[src/rtl/reg_bus_master.sv]
// ---------------------------------------------------------------------------
// reg_bus_master
// Bridges a Wishbone classic (B4) slave port to a simple register-bus
// initiator for one peripheral register block. The register-bus request is
// held until the responder pulses reg_ack or until a bounded number of
// request cycles has elapsed. A timeout ends the Wishbone cycle with
// wbs_err_o, so a hung peripheral cannot stall the CPU.
//
// Parameters
//   AW        reg_addr width; reg_addr = wbs_adr_i[AW+1:2] (word address)
//   TMO_CYC   reg_cs cycles waited for reg_ack before timing out (>= 1)
//   ERR_DATA  wbs_dat_o value returned on a read timeout
//
// Ports
//   mclk, h_reset_n      clock, asynchronous active-low reset
//   wbs_cyc_i/stb_i/we_i Wishbone cycle, strobe and write enable
//   wbs_adr_i/dat_i/sel_i Wishbone byte address, write data, byte selects
//   wbs_dat_o            read data (reg_rdata, ERR_DATA or 0)
//   wbs_ack_o/err_o      one-cycle termination pulses, mutually exclusive
//   reg_cs/wr/addr/wdata/be  register-bus request, stable while reg_cs=1
//   reg_rdata, reg_ack   responder read data and one-cycle acknowledge
// ---------------------------------------------------------------------------
module reg_bus_master #(
  parameter int unsigned AW       = 2,
  parameter logic [15:0] TMO_CYC  = 16'd255,
  parameter logic [31:0] ERR_DATA = 32'hDEAD_BEEF
) (
  input  logic          mclk,
  input  logic          h_reset_n,
  input  logic          wbs_cyc_i,
  input  logic          wbs_stb_i,
  input  logic          wbs_we_i,
  input  logic [31:0]   wbs_adr_i,
  input  logic [31:0]   wbs_dat_i,
  input  logic [3:0]    wbs_sel_i,
  output logic [31:0]   wbs_dat_o,
  output logic          wbs_ack_o,
  output logic          wbs_err_o,
  output logic          reg_cs,
  output logic          reg_wr,
  output logic [AW-1:0] reg_addr,
  output logic [31:0]   reg_wdata,
  output logic [3:0]    reg_be,
  input  logic [31:0]   reg_rdata,
  input  logic          reg_ack
);

  localparam int unsigned CNT_W = $clog2(32'(TMO_CYC) + 32'd1);
  localparam logic [CNT_W-1:0] CNT_TERM = CNT_W'(TMO_CYC - 16'd1);

  typedef enum logic [1:0] {
    ST_IDLE = 2'd0,
    ST_REQ  = 2'd1,
    ST_RESP = 2'd2
  } state_t;

  state_t           state_r, state_s;
  logic [CNT_W-1:0] cnt_r, cnt_s;
  logic             drop_r, drop_s;     // master abandoned the WB cycle mid-request
  logic             keep_s;
  logic             reg_cs_s, reg_wr_s, ack_s, err_s;
  logic [AW-1:0]    reg_addr_s;
  logic [31:0]      reg_wdata_s, dat_s;
  logic [3:0]       reg_be_s;
  logic             unused_s;

  // Byte-lane and upper address bits do not select a register.
  assign unused_s = ^{wbs_adr_i[31:AW+2], wbs_adr_i[1:0]};

  // A termination is reported only if the master still owns the cycle.
  assign keep_s = wbs_cyc_i & ~drop_r;

  // Next-state and next-output logic.
  always_comb begin
    state_s     = state_r;
    cnt_s       = cnt_r;
    drop_s      = drop_r;
    reg_cs_s    = reg_cs;
    reg_wr_s    = reg_wr;
    reg_addr_s  = reg_addr;
    reg_wdata_s = reg_wdata;
    reg_be_s    = reg_be;
    ack_s       = 1'b0;
    err_s       = 1'b0;
    dat_s       = wbs_dat_o;
    case (state_r)
      ST_IDLE: begin
        if (wbs_cyc_i && wbs_stb_i) begin
          reg_cs_s    = 1'b1;
          reg_wr_s    = wbs_we_i;
          reg_addr_s  = wbs_adr_i[AW+1:2];
          reg_wdata_s = wbs_dat_i;
          reg_be_s    = wbs_sel_i;
          cnt_s       = '0;
          drop_s      = 1'b0;
          state_s     = ST_REQ;
        end else begin
          reg_cs_s = 1'b0;
        end
      end
      ST_REQ: begin
        if (!wbs_cyc_i) begin
          drop_s = 1'b1;
        end else begin
          drop_s = drop_r;
        end
        // An ack on the terminal-count cycle takes priority over the timeout.
        if (reg_ack) begin
          reg_cs_s = 1'b0;
          ack_s    = keep_s;
          dat_s    = reg_wr ? 32'd0 : reg_rdata;
          state_s  = ST_RESP;
        end else if (cnt_r == CNT_TERM) begin
          reg_cs_s = 1'b0;
          err_s    = keep_s;
          dat_s    = reg_wr ? 32'd0 : ERR_DATA;
          state_s  = ST_RESP;
        end else begin
          cnt_s = cnt_r + CNT_W'(1'b1);
        end
      end
      ST_RESP: begin
        // One quiet cycle lets the responder's ack clear before a new request.
        reg_cs_s = 1'b0;
        state_s  = ST_IDLE;
      end
      default: begin
        reg_cs_s = 1'b0;
        cnt_s    = '0;
        state_s  = ST_IDLE;
      end
    endcase
  end

  // State, counter and registered outputs.
  always_ff @(posedge mclk or negedge h_reset_n) begin
    if (!h_reset_n) begin
      state_r   <= ST_IDLE;
      cnt_r     <= '0;
      drop_r    <= 1'b0;
      reg_cs    <= 1'b0;
      reg_wr    <= 1'b0;
      reg_addr  <= '0;
      reg_wdata <= 32'd0;
      reg_be    <= 4'd0;
      wbs_ack_o <= 1'b0;
      wbs_err_o <= 1'b0;
      wbs_dat_o <= 32'd0;
    end else begin
      state_r   <= state_s;
      cnt_r     <= cnt_s;
      drop_r    <= drop_s;
      reg_cs    <= reg_cs_s;
      reg_wr    <= reg_wr_s;
      reg_addr  <= reg_addr_s;
      reg_wdata <= reg_wdata_s;
      reg_be    <= reg_be_s;
      wbs_ack_o <= ack_s;
      wbs_err_o <= err_s;
      wbs_dat_o <= dat_s;
    end
  end

endmodule

[config.mk]
export PLATFORM = sky130hd
export DESIGN_NAME = reg_bus_master
export DESIGN_NICKNAME = d
export VERILOG_FILES = /design/src/rtl/reg_bus_master.sv
export SDC_FILE = /design/constraint.sdc
export NUM_CORES = 1
export LEC_CHECK = 0
export ABC_CLOCK_PERIOD_IN_PS = 2350
export BUFFER_PORTS_ARGS = -buffer_cell sky130_fd_sc_hd__buf_2
export CORE_AREA = 10 10 122 124
export DETAILED_ROUTE_END_ITERATION = 10
export DIE_AREA = 0 0 132 134
export GPL_ROUTABILITY_DRIVEN = 0
export GPL_TIMING_DRIVEN = 0
export PLACE_DENSITY = 0.59
export SLEW_MARGIN = 20
export SYNTH_ARGS = -nofsm -noshare
export SYNTH_HDL_FRONTEND = slang
export SYNTH_SLANG_ARGS = --single-unit
[constraint.sdc]
create_clock -name mclk -period 2.35 [get_ports mclk]
set_clock_uncertainty 0.2 [all_clocks]
set_input_delay 0.47 -clock mclk [delete_from_list [all_inputs] [get_ports mclk]]
set_output_delay 0.47 -clock mclk [all_outputs]
set_load 0.01 [all_outputs]
# Word level (Yosys, flattened, before mapping)
# Index checks and enable logic that the tools add are counted.
[classes]
muxes = 24
bitwise_logic = 3
n_addsub = 1
reduce_logical = 9
eq_ne = 8
[op_table]
columns = ["operator", "n"]
rows = [
  ["$mux 32", 4],
  ["$mux 8", 3],
  ["$pmux 8 s3", 1],
  ["$mux 1", 10],
  ["$add 8x1->8 const B", 1],
  ["$eq 8x8->1 const B", 1],
  ["$ne 2x2->1 const B", 4],
  ["$mux 2", 3],
  ["$reduce_and 2->1", 3],
  ["$pmux 1 s2", 2],
  ["$pmux 2 s2", 1],
  ["$reduce_and 4->1", 1],
  ["$reduce_bool 2->1", 2],
  ["$ne 3x3->1 const B", 1],
  ["$reduce_and 3->1", 1],
  ["$eq 2x1->1 const B", 1],
  ["$eq 2x2->1 const B", 1],
  ["$logic_not 2->1", 1],
  ["$not 1->1", 2],
  ["$and 1x1->1", 1],
  ["$logic_and 1x1->1", 1],
]
[word_totals]
register_bits = 85
out_inout_bits = 74
input_bits = 106
wordCells = 56

# Longest topological paths before layout
# Gate-level depths: netlist (run 1).
[depth]
word_depth = 5
mapped_depth = 8
mapped_depth_nobuf = 7

# Worst setup path after synthesis (run 1)
# OpenSTA, ideal clock, no wires.
[synth_timing]
kind = "reg2reg"
start = "reg cnt_r[0]"
end = "reg wbs_dat_o[10]"
arrival_time_ns = 1.564
synth_period_minus_slack_ns = 1.889
slack_ns = 0.461
path_stages_with_launch = 9
n_path_buf = 1
setup_time_ns = 0.125
required_time_ns = 2.025
path_cell_list = "dfrtp_1 > inv_1 > ha_1 > nand3_2 > nor2_4 > o21ai_4 > inv_6 > buf_12 > mux2_4"
[synth_via]
elab_chain_cells = 3
[synth_rtl]
columns = ["item", "line_no", "rtl"]
rows = [
  ["from (decl)", "58", "logic [CNT_W-1:0] cnt_r, cnt_s;"],
  ["from (signal assigned)", "151", "cnt_r <= cnt_s;"],
  ["$eq 8x8->1", "113", "end else if (cnt_r == CNT_TERM) begin"],
  ["$reduce_bool 2->1 (no source line)", "--", ""],
  ["$reduce_and 2->1 (no source line)", "--", ""],
  ["to (signal assigned)", "160", "wbs_dat_o <= dat_s;"],
  ["to (decl)", "36", "output logic [31:0] wbs_dat_o,"],
]
# No other way between the ends.
# A chain may end at the register's enable or synchronous reset.

# Worst setup path after layout (run 1)
[layout_timing]
start = "reg cnt_r[0]"
end = "reg wbs_dat_o[23]"
# The elaborated chain is that of the path after synthesis.

==> results of run 1 <==
-- logic make-up after synthesis --
family	synth area share, %
muxes	21.2
buffers and inverters	5.60
DFF	57.7
AOI/OAI and AO/OA	9.50
and+or+nand+nor	5.39
adders and majority gates	0.678
-- sequential cells by signal, summed over array words and instances (netlist names) --
register and count:
wbs_dat_o 32, state_r 2, reg_be 4, reg_wdata 32, reg_cs 1, reg_addr 2, cnt_r 8, wbs_ack_o 1
drop_r 1, reg_wr 1, wbs_err_o 1
-- path summary, 6_finish.rpt --
check	to	cells past startpoint	slack (ns)	start
worst min-delay path	wbs_dat_o[24]$_DFFE_PN0P_	2	0.15	reg_rdata[24]
min in group asynchronous	wbs_dat_o[14]$_DFFE_PN0P_	2	0.43	h_reset_n
max in group asynchronous	wbs_dat_o[18]$_DFFE_PN0P_	3	0.90	h_reset_n
worst max register to register	wbs_dat_o[23]$_DFFE_PN0P_	8	0.28	cnt_r[0]$_DFFE_PN0P_
worst max-delay path	wbs_dat_o[23]$_DFFE_PN0P_	8	0.28	cnt_r[0]$_DFFE_PN0P_
worst min register to register	wbs_ack_o$_DFF_PN0_	1	0.23	drop_r$_DFFE_PN0P_
-- per-stage QoR --
| stage | setup TNS (ns) | utilization [%] | setup WS, ns | power, mW |
|---|---|---|---|---|
| 4_1_cts | 0 | 39.9 | 0.268 | 5.37 |
| 3_3_place_gp | -10.98 | 37.3 | -0.136 | 3.88 |
| 5_1_grt | 0 | 39.9 | 0.156 | 5.61 |
| 3_5_place_dp | 0 | 37.5 | 0.287 | 3.94 |
| 6_report | 0 | 39.9 | 0.282 | 5.25 |
| 2_1_floorplan | 0 | - | 0.461 | 3.17 |
-- cell usage after synthesis --
master and n:
a21oi_1 28, o21ai_4 1, and3_2 1, o41ai_1 1, buf_2 6, nand2b_1 4, o211ai_1 1, nand2_1 2
buf_12 2, and3_1 3, inv_1 29, and4_1 1, a21o_2 1, inv_6 1, o2bb2ai_1 1, dfrtp_1 85
and4bb_1 1, nand3_2 1, nand3_1 5, mux2_4 19, o22ai_1 1, a21o_1 2, and2b_1 1, clkbuf_1 4
a31oi_1 1, o21a_2 1, mux2_2 44, o221ai_1 2, nor3_1 2, nor3b_4 1, a22o_2 8, nor2_1 2
buf_1 1, ha_1 2, o21ai_2 1, nand4_4 1, nor2_4 1, nor3b_1 1, a211o_1 2
-- cell type report --
| cell class | instances | area share, % |
|---|---|---|
| Sequential cell | 85 | 42.7 |
| Multi-Input combinational cell | 143 | 27.2 |
| Timing Repair Buffer | 150 | 15.7 |
| Clock buffer | 16 | 5.86 |
| Tap cell | 172 | 4.32 |
| Inverter | 30 | 2.36 |
| Buffer | 13 | 1.78 |
| Antenna cell | 1 | 0.0503 |
-- critical path, stage by stage (launching register included) --
cell and delay [ns]:
dfrtp_1 0.42, inv_1 0.06, ha_1 0.20, nand3_2 0.12
nor2_4 0.06, o21ai_4 0.30, inv_6 0.10, buf_12 0.17
mux2_4 0.30
-- power groups by stage --
stage / Sequential (mW) / Clock, mW / Combinational [mW]
floorplan: 2.43 / 0 / 0.738
global placement: 2.20 / 0 / 1.68
detailed placement: 2.23 / 0 / 1.71
CTS: 2.22 / 1.44 / 1.71
global route: 2.28 / 1.50 / 1.83
finish: 2.21 / 1.38 / 1.66
-- metal layers --
metal,vias to the layer above,routed length (um)
li1,1266,-
met1,1282,4130
met2,98,4470
met3,13,856
met4,0,151
met5,-,0
==> flow_metrics.tcl, run 1 <==
set metrics [dict create \
    status "finished clean" \
    wl_per_cell_um 15.8 \
    synth.distinct_cells 39 \
    synth_area_sq_mm 0.00369 \
    start_util_pct 29.6 \
    relSlewSlack_pct 62.3 \
    dieArea_sq_mm 0.0177 \
    hpwl_um 7290 \
    hold_class "input pin to register" \
    final-seq-area_sq_mm 0.00213 \
    cts_sinks 85 \
    via_per_inst 4.36 \
    io_buffers 148 \
    ys.warnings.count 0 \
    dr.first_iter.drc_count 81 \
    syn_nets 379 \
    power_switching_mw 1.59 \
    synth-seq-cells 85 \
    cts_tree "yes" \
    seq_power_share_pct 42.1 \
    yosysTopAreaCell "dfrtp_1" \
    netlist_instances 271 \
    clkPwrFrac_pct 26.2 \
    min_period_ns 2.07 \
    cts-resized-gates 0 \
    drc 0 \
    worst_ir_drop_vdd_uv 352 \
    clkTransAtPathRegs_ns 0.06 \
    top_usage_layer "met2" \
    num-fill-cells 1226 \
    io_pins 180 \
    drv_slew 0 \
    period_share_pct 88.0 \
    grt.total_usage_pct 11.1 \
    clk_latency_ns 0.34 \
    synth.area.top_cells "dfrtp_1 58%, mux2_2 13%, mux2_4 7.7%, a21oi_1 3.8%, inv_1 3.0%" \
    dp_cells 592 \
    placed_area_sq_mm 0.00467 \
    stdcell_area_sq_mm 0.00498 \
    dr.pass1.iters 4 \
    finalHoldViolations 0 \
    final_common_cell "buf_2" \
    grt_pass1_vias 3023 \
    powerDensity_mw_per_mm2 1050 \
    cts_buffers 9 \
    netlist.area_leader.share_pct 57.7 \
    whs_ns 0.153 \
    clockBufferDepth 2 \
    synth.avg_cell_area_sq_um 13.6 \
    leakagePower_nw 2.54 \
    cp-start-kind "register" \
    cp_max_fo 10 \
    p_int_mw 3.66 \
    switching_share_pct 30.2 \
    num_rows 41 \
    tightest_slew_ns 0.564 \
    grt_pass1_wl_um 15800 \
    core_area_sq_mm 0.0125 \
    cp.required_ns 2.37 \
    cap_violations 0 \
    postCtsSetupBuffers 0 \
    path_class "register to register" \
    max_freq_mhz 484 \
    cp_data_arrival_time_ns 2.09 \
    overflow 0 \
    grt_max_degree 53 \
    die_w_um 132 \
    endpoint_kind "register" \
    power_frac_comb_pct 31.7 \
    synthToLayoutAreaGrowth_pct 35.0 \
    met1_usage_pct 12.7 \
    drive_gt1_share_pct 57.4 \
    ys_seq_area_share_pct 57.7 \
    cts.htree.levels 3 \
    ant_nets 0 \
    layout_common_cells "153 x buf_2, 85 x dfrtp_1, 44 x mux2_2" \
    grt_setup_unrepaired "false" \
    cts_root_buffer "clkbuf_16" \
    fin_nets 540 \
    use_met2_pct 17.4 \
    multi_input_area_sq_mm 0.00136 \
    grtUsageMet3_pct 4.89 \
    totalWireLength_um 9610 \
    antenna_found_initial 1 \
    die_h_um 134 \
    setup_viol 0 \
    cts_hold_buf 1 \
    fin_cells 610 \
    vias 2659 \
]
(Power assumes the default switching activity.)
==> inputs of run 2 (changes only) <==
--- a/config.mk
+++ b/config.mk
@@ -8,11 +8,12 @@
 export ABC_CLOCK_PERIOD_IN_PS = 2350
 export BUFFER_PORTS_ARGS = -buffer_cell sky130_fd_sc_hd__buf_2
 export CORE_AREA = 10 10 122 124
+export CTS_CLUSTER_SIZE = 12
 export DETAILED_ROUTE_END_ITERATION = 10
 export DIE_AREA = 0 0 132 134
 export GPL_ROUTABILITY_DRIVEN = 0
 export GPL_TIMING_DRIVEN = 0
-export PLACE_DENSITY = 0.59
+export PLACE_DENSITY = 0.53
 export SLEW_MARGIN = 20
 export SYNTH_ARGS = -nofsm -noshare
 export SYNTH_HDL_FRONTEND = slang
==> flow_metrics.tcl, run 2 (synthesis gave the netlist of run 1 again) <==
set metrics [dict create \
    status "finished clean" \
    top_regs "reg_wdata (32), wbs_dat_o (32), cnt_r (8)" \
    hold_class "input pin to register" \
    totalWireLength_um 9550 \
    path_buf_inv 3 \
    cts-resized-gates 0 \
    r2r_end "wbs_dat_o[9]$_DFFE_PN0P_" \
    crit_family "flip-flops" \
    drc 0 \
    tightest_slew_ns 0.570 \
    endpoint_kind "register" \
    min_from "reg_rdata[8]" \
    num_rows 41 \
    wl_per_cell_um 15.7 \
    start_util_pct 29.6 \
    dr.pass1.iters 4 \
    cts_buffers 9 \
    clockBufferDepth 2 \
    die_w_um 132 \
    placed_area_sq_mm 0.00467 \
    layout_common_cells "153 x buf_2, 85 x dfrtp_1, 44 x mux2_2" \
    ff2ff_setup_slack_ns 0.31 \
    via_per_inst 4.37 \
    min_period_ns 2.04 \
    timing.rr.start "cnt_r[0]$_DFFE_PN0P_" \
    grt_pass1_wl_um 15800 \
    clkTransAtPathRegs_ns 0.06 \
    dr.first_iter.drc_count 113 \
    crit_chain "inv_1 > ha_1 > nand3_2 > nor2_4 > o21ai_4 > inv_6 > buf_12 > mux2_4" \
    period_share_pct 86.9 \
    worst_ir_drop_vdd_uv 352 \
    die_h_um 134 \
    cp_max_fo 10 \
    stdcell_area_sq_mm 0.00496 \
    drv_slew 0 \
    grt_pass1_vias 3053 \
    cts_tree "yes" \
    antenna_found_initial 1 \
    path_class "register to register" \
    min_to "wbs_dat_o[8]$_DFFE_PN0P_" \
    crit_slowest_cell "dfrtp_1" \
    relSlewSlack_pct 62.0 \
    cts_hold_buf 1 \
    cts.htree.levels 3 \
    vias 2650 \
    multi_input_area_sq_mm 0.00136 \
    min_path_cells 2 \
    cp-start-kind "register" \
    synthToLayoutAreaGrowth_pct 34.4 \
    final-seq-area_sq_mm 0.00213 \
    io_pins 180 \
    core_area_sq_mm 0.0125 \
    fin_nets 540 \
    final_util_pct 39.8 \
    max_freq_mhz 490 \
    grt.total_usage_pct 11.0 \
    overflow 0 \
    clk_latency_ns 0.34 \
    setup_viol 0 \
    grt_setup_unrepaired "false" \
    dieArea_sq_mm 0.0177 \
    cp.required_ns 2.37 \
    finalHoldViolations 0 \
    postCtsSetupBuffers 0 \
    total_power_mw 5.21 \
    num-fill-cells 1261 \
    slowest_delay_ns 0.41 \
    r2r_cells 8 \
    grt_max_degree 45 \
    ant_nets 0 \
    powerDensity_mw_per_mm2 1050 \
    final_common_cell "buf_2" \
    io_buffers 148 \
    cts_root_buffer "clkbuf_16" \
    cts_sinks 85 \
    drive_gt1_share_pct 57.6 \
    cp_data_arrival_time_ns 2.06 \
    leakagePower_nw 2.53 \
    cap_violations 0 \
    hpwl_um 7310 \
]
[run 2: cell types whose count changed in the layout (fill, tap and decap cells not counted), sizes merged]
cell,before,now
bufinv,0,1
clkinv,0,2
clkbuf,20,14
[run 2: report_power, final]
| part | switching [mW] | leakage, nW | internal [mW] |
|---|---|---|---|
| Combinational | 0.769 | 1.36 | 0.885 |
| Sequential | 0.275 | 1.04 | 1.94 |
| Clock | 0.534 | 0.134 | 0.801 |
[run 2: how the worst max path moves through the flow]
stage                                     from                   endpoint  slack, ns  cells after the start
final                     cnt_r[0]$_DFFE_PN0P_   wbs_dat_o[9]$_DFFE_PN0P_       0.31                      8
after detailed placement  cnt_r[0]$_DFFE_PN0P_  wbs_dat_o[21]$_DFFE_PN0P_       0.31                      8
after floorplan           cnt_r[0]$_DFFE_PN0P_  wbs_dat_o[10]$_DFFE_PN0P_       0.46                      8
after global placement               h_reset_n  reg_wdata[13]$_DFFE_PN0P_      -0.17                      1
after CTS                 cnt_r[0]$_DFFE_PN0P_  wbs_dat_o[21]$_DFFE_PN0P_       0.29                      8
after global routing      cnt_r[0]$_DFFE_PN0P_  wbs_dat_o[10]$_DFFE_PN0P_       0.18                      8
[run 2: cell type report]
cell class | instances | area share (%)
sequential | 85 | 42.9
multi-input combinational | 143 | 27.3
timing repair buffer | 150 | 15.8
clock buffer | 10 | 4.62
tap | 172 | 4.34
inverter | 30 | 2.37
buffer | 13 | 1.79
clock inverter | 3 | 0.808
antenna | 1 | 0.0505
[run 2: layer usage]
layer | routed length, um | up-vias | global-route usage (%)
met1 | 4070 | 1269 | 12.5
li1 | - | 1270 | -
met5 | 0 | - | 0
met2 | 4410 | 101 | 17.3
met4 | 160 | 0 | 4.70
met3 | 901 | 10 | 5.49
[run 2: through the flow]
stage / setup TNS (ns) / instances / worst slack [ns] / hold slack (ns)
6_report: 0 / 607 / 0.308 / 0.156
5_1_grt: 0 / 606 / 0.176 / 0.144
4_1_cts: 0 / 606 / 0.289 / 0.139
3_5_place_dp: 0 / 592 / 0.307 / 0.233
3_3_place_gp: -13.66 / 591 / -0.169 / 0.220
2_1_floorplan: 0 / 271 / 0.461 / -0.0256
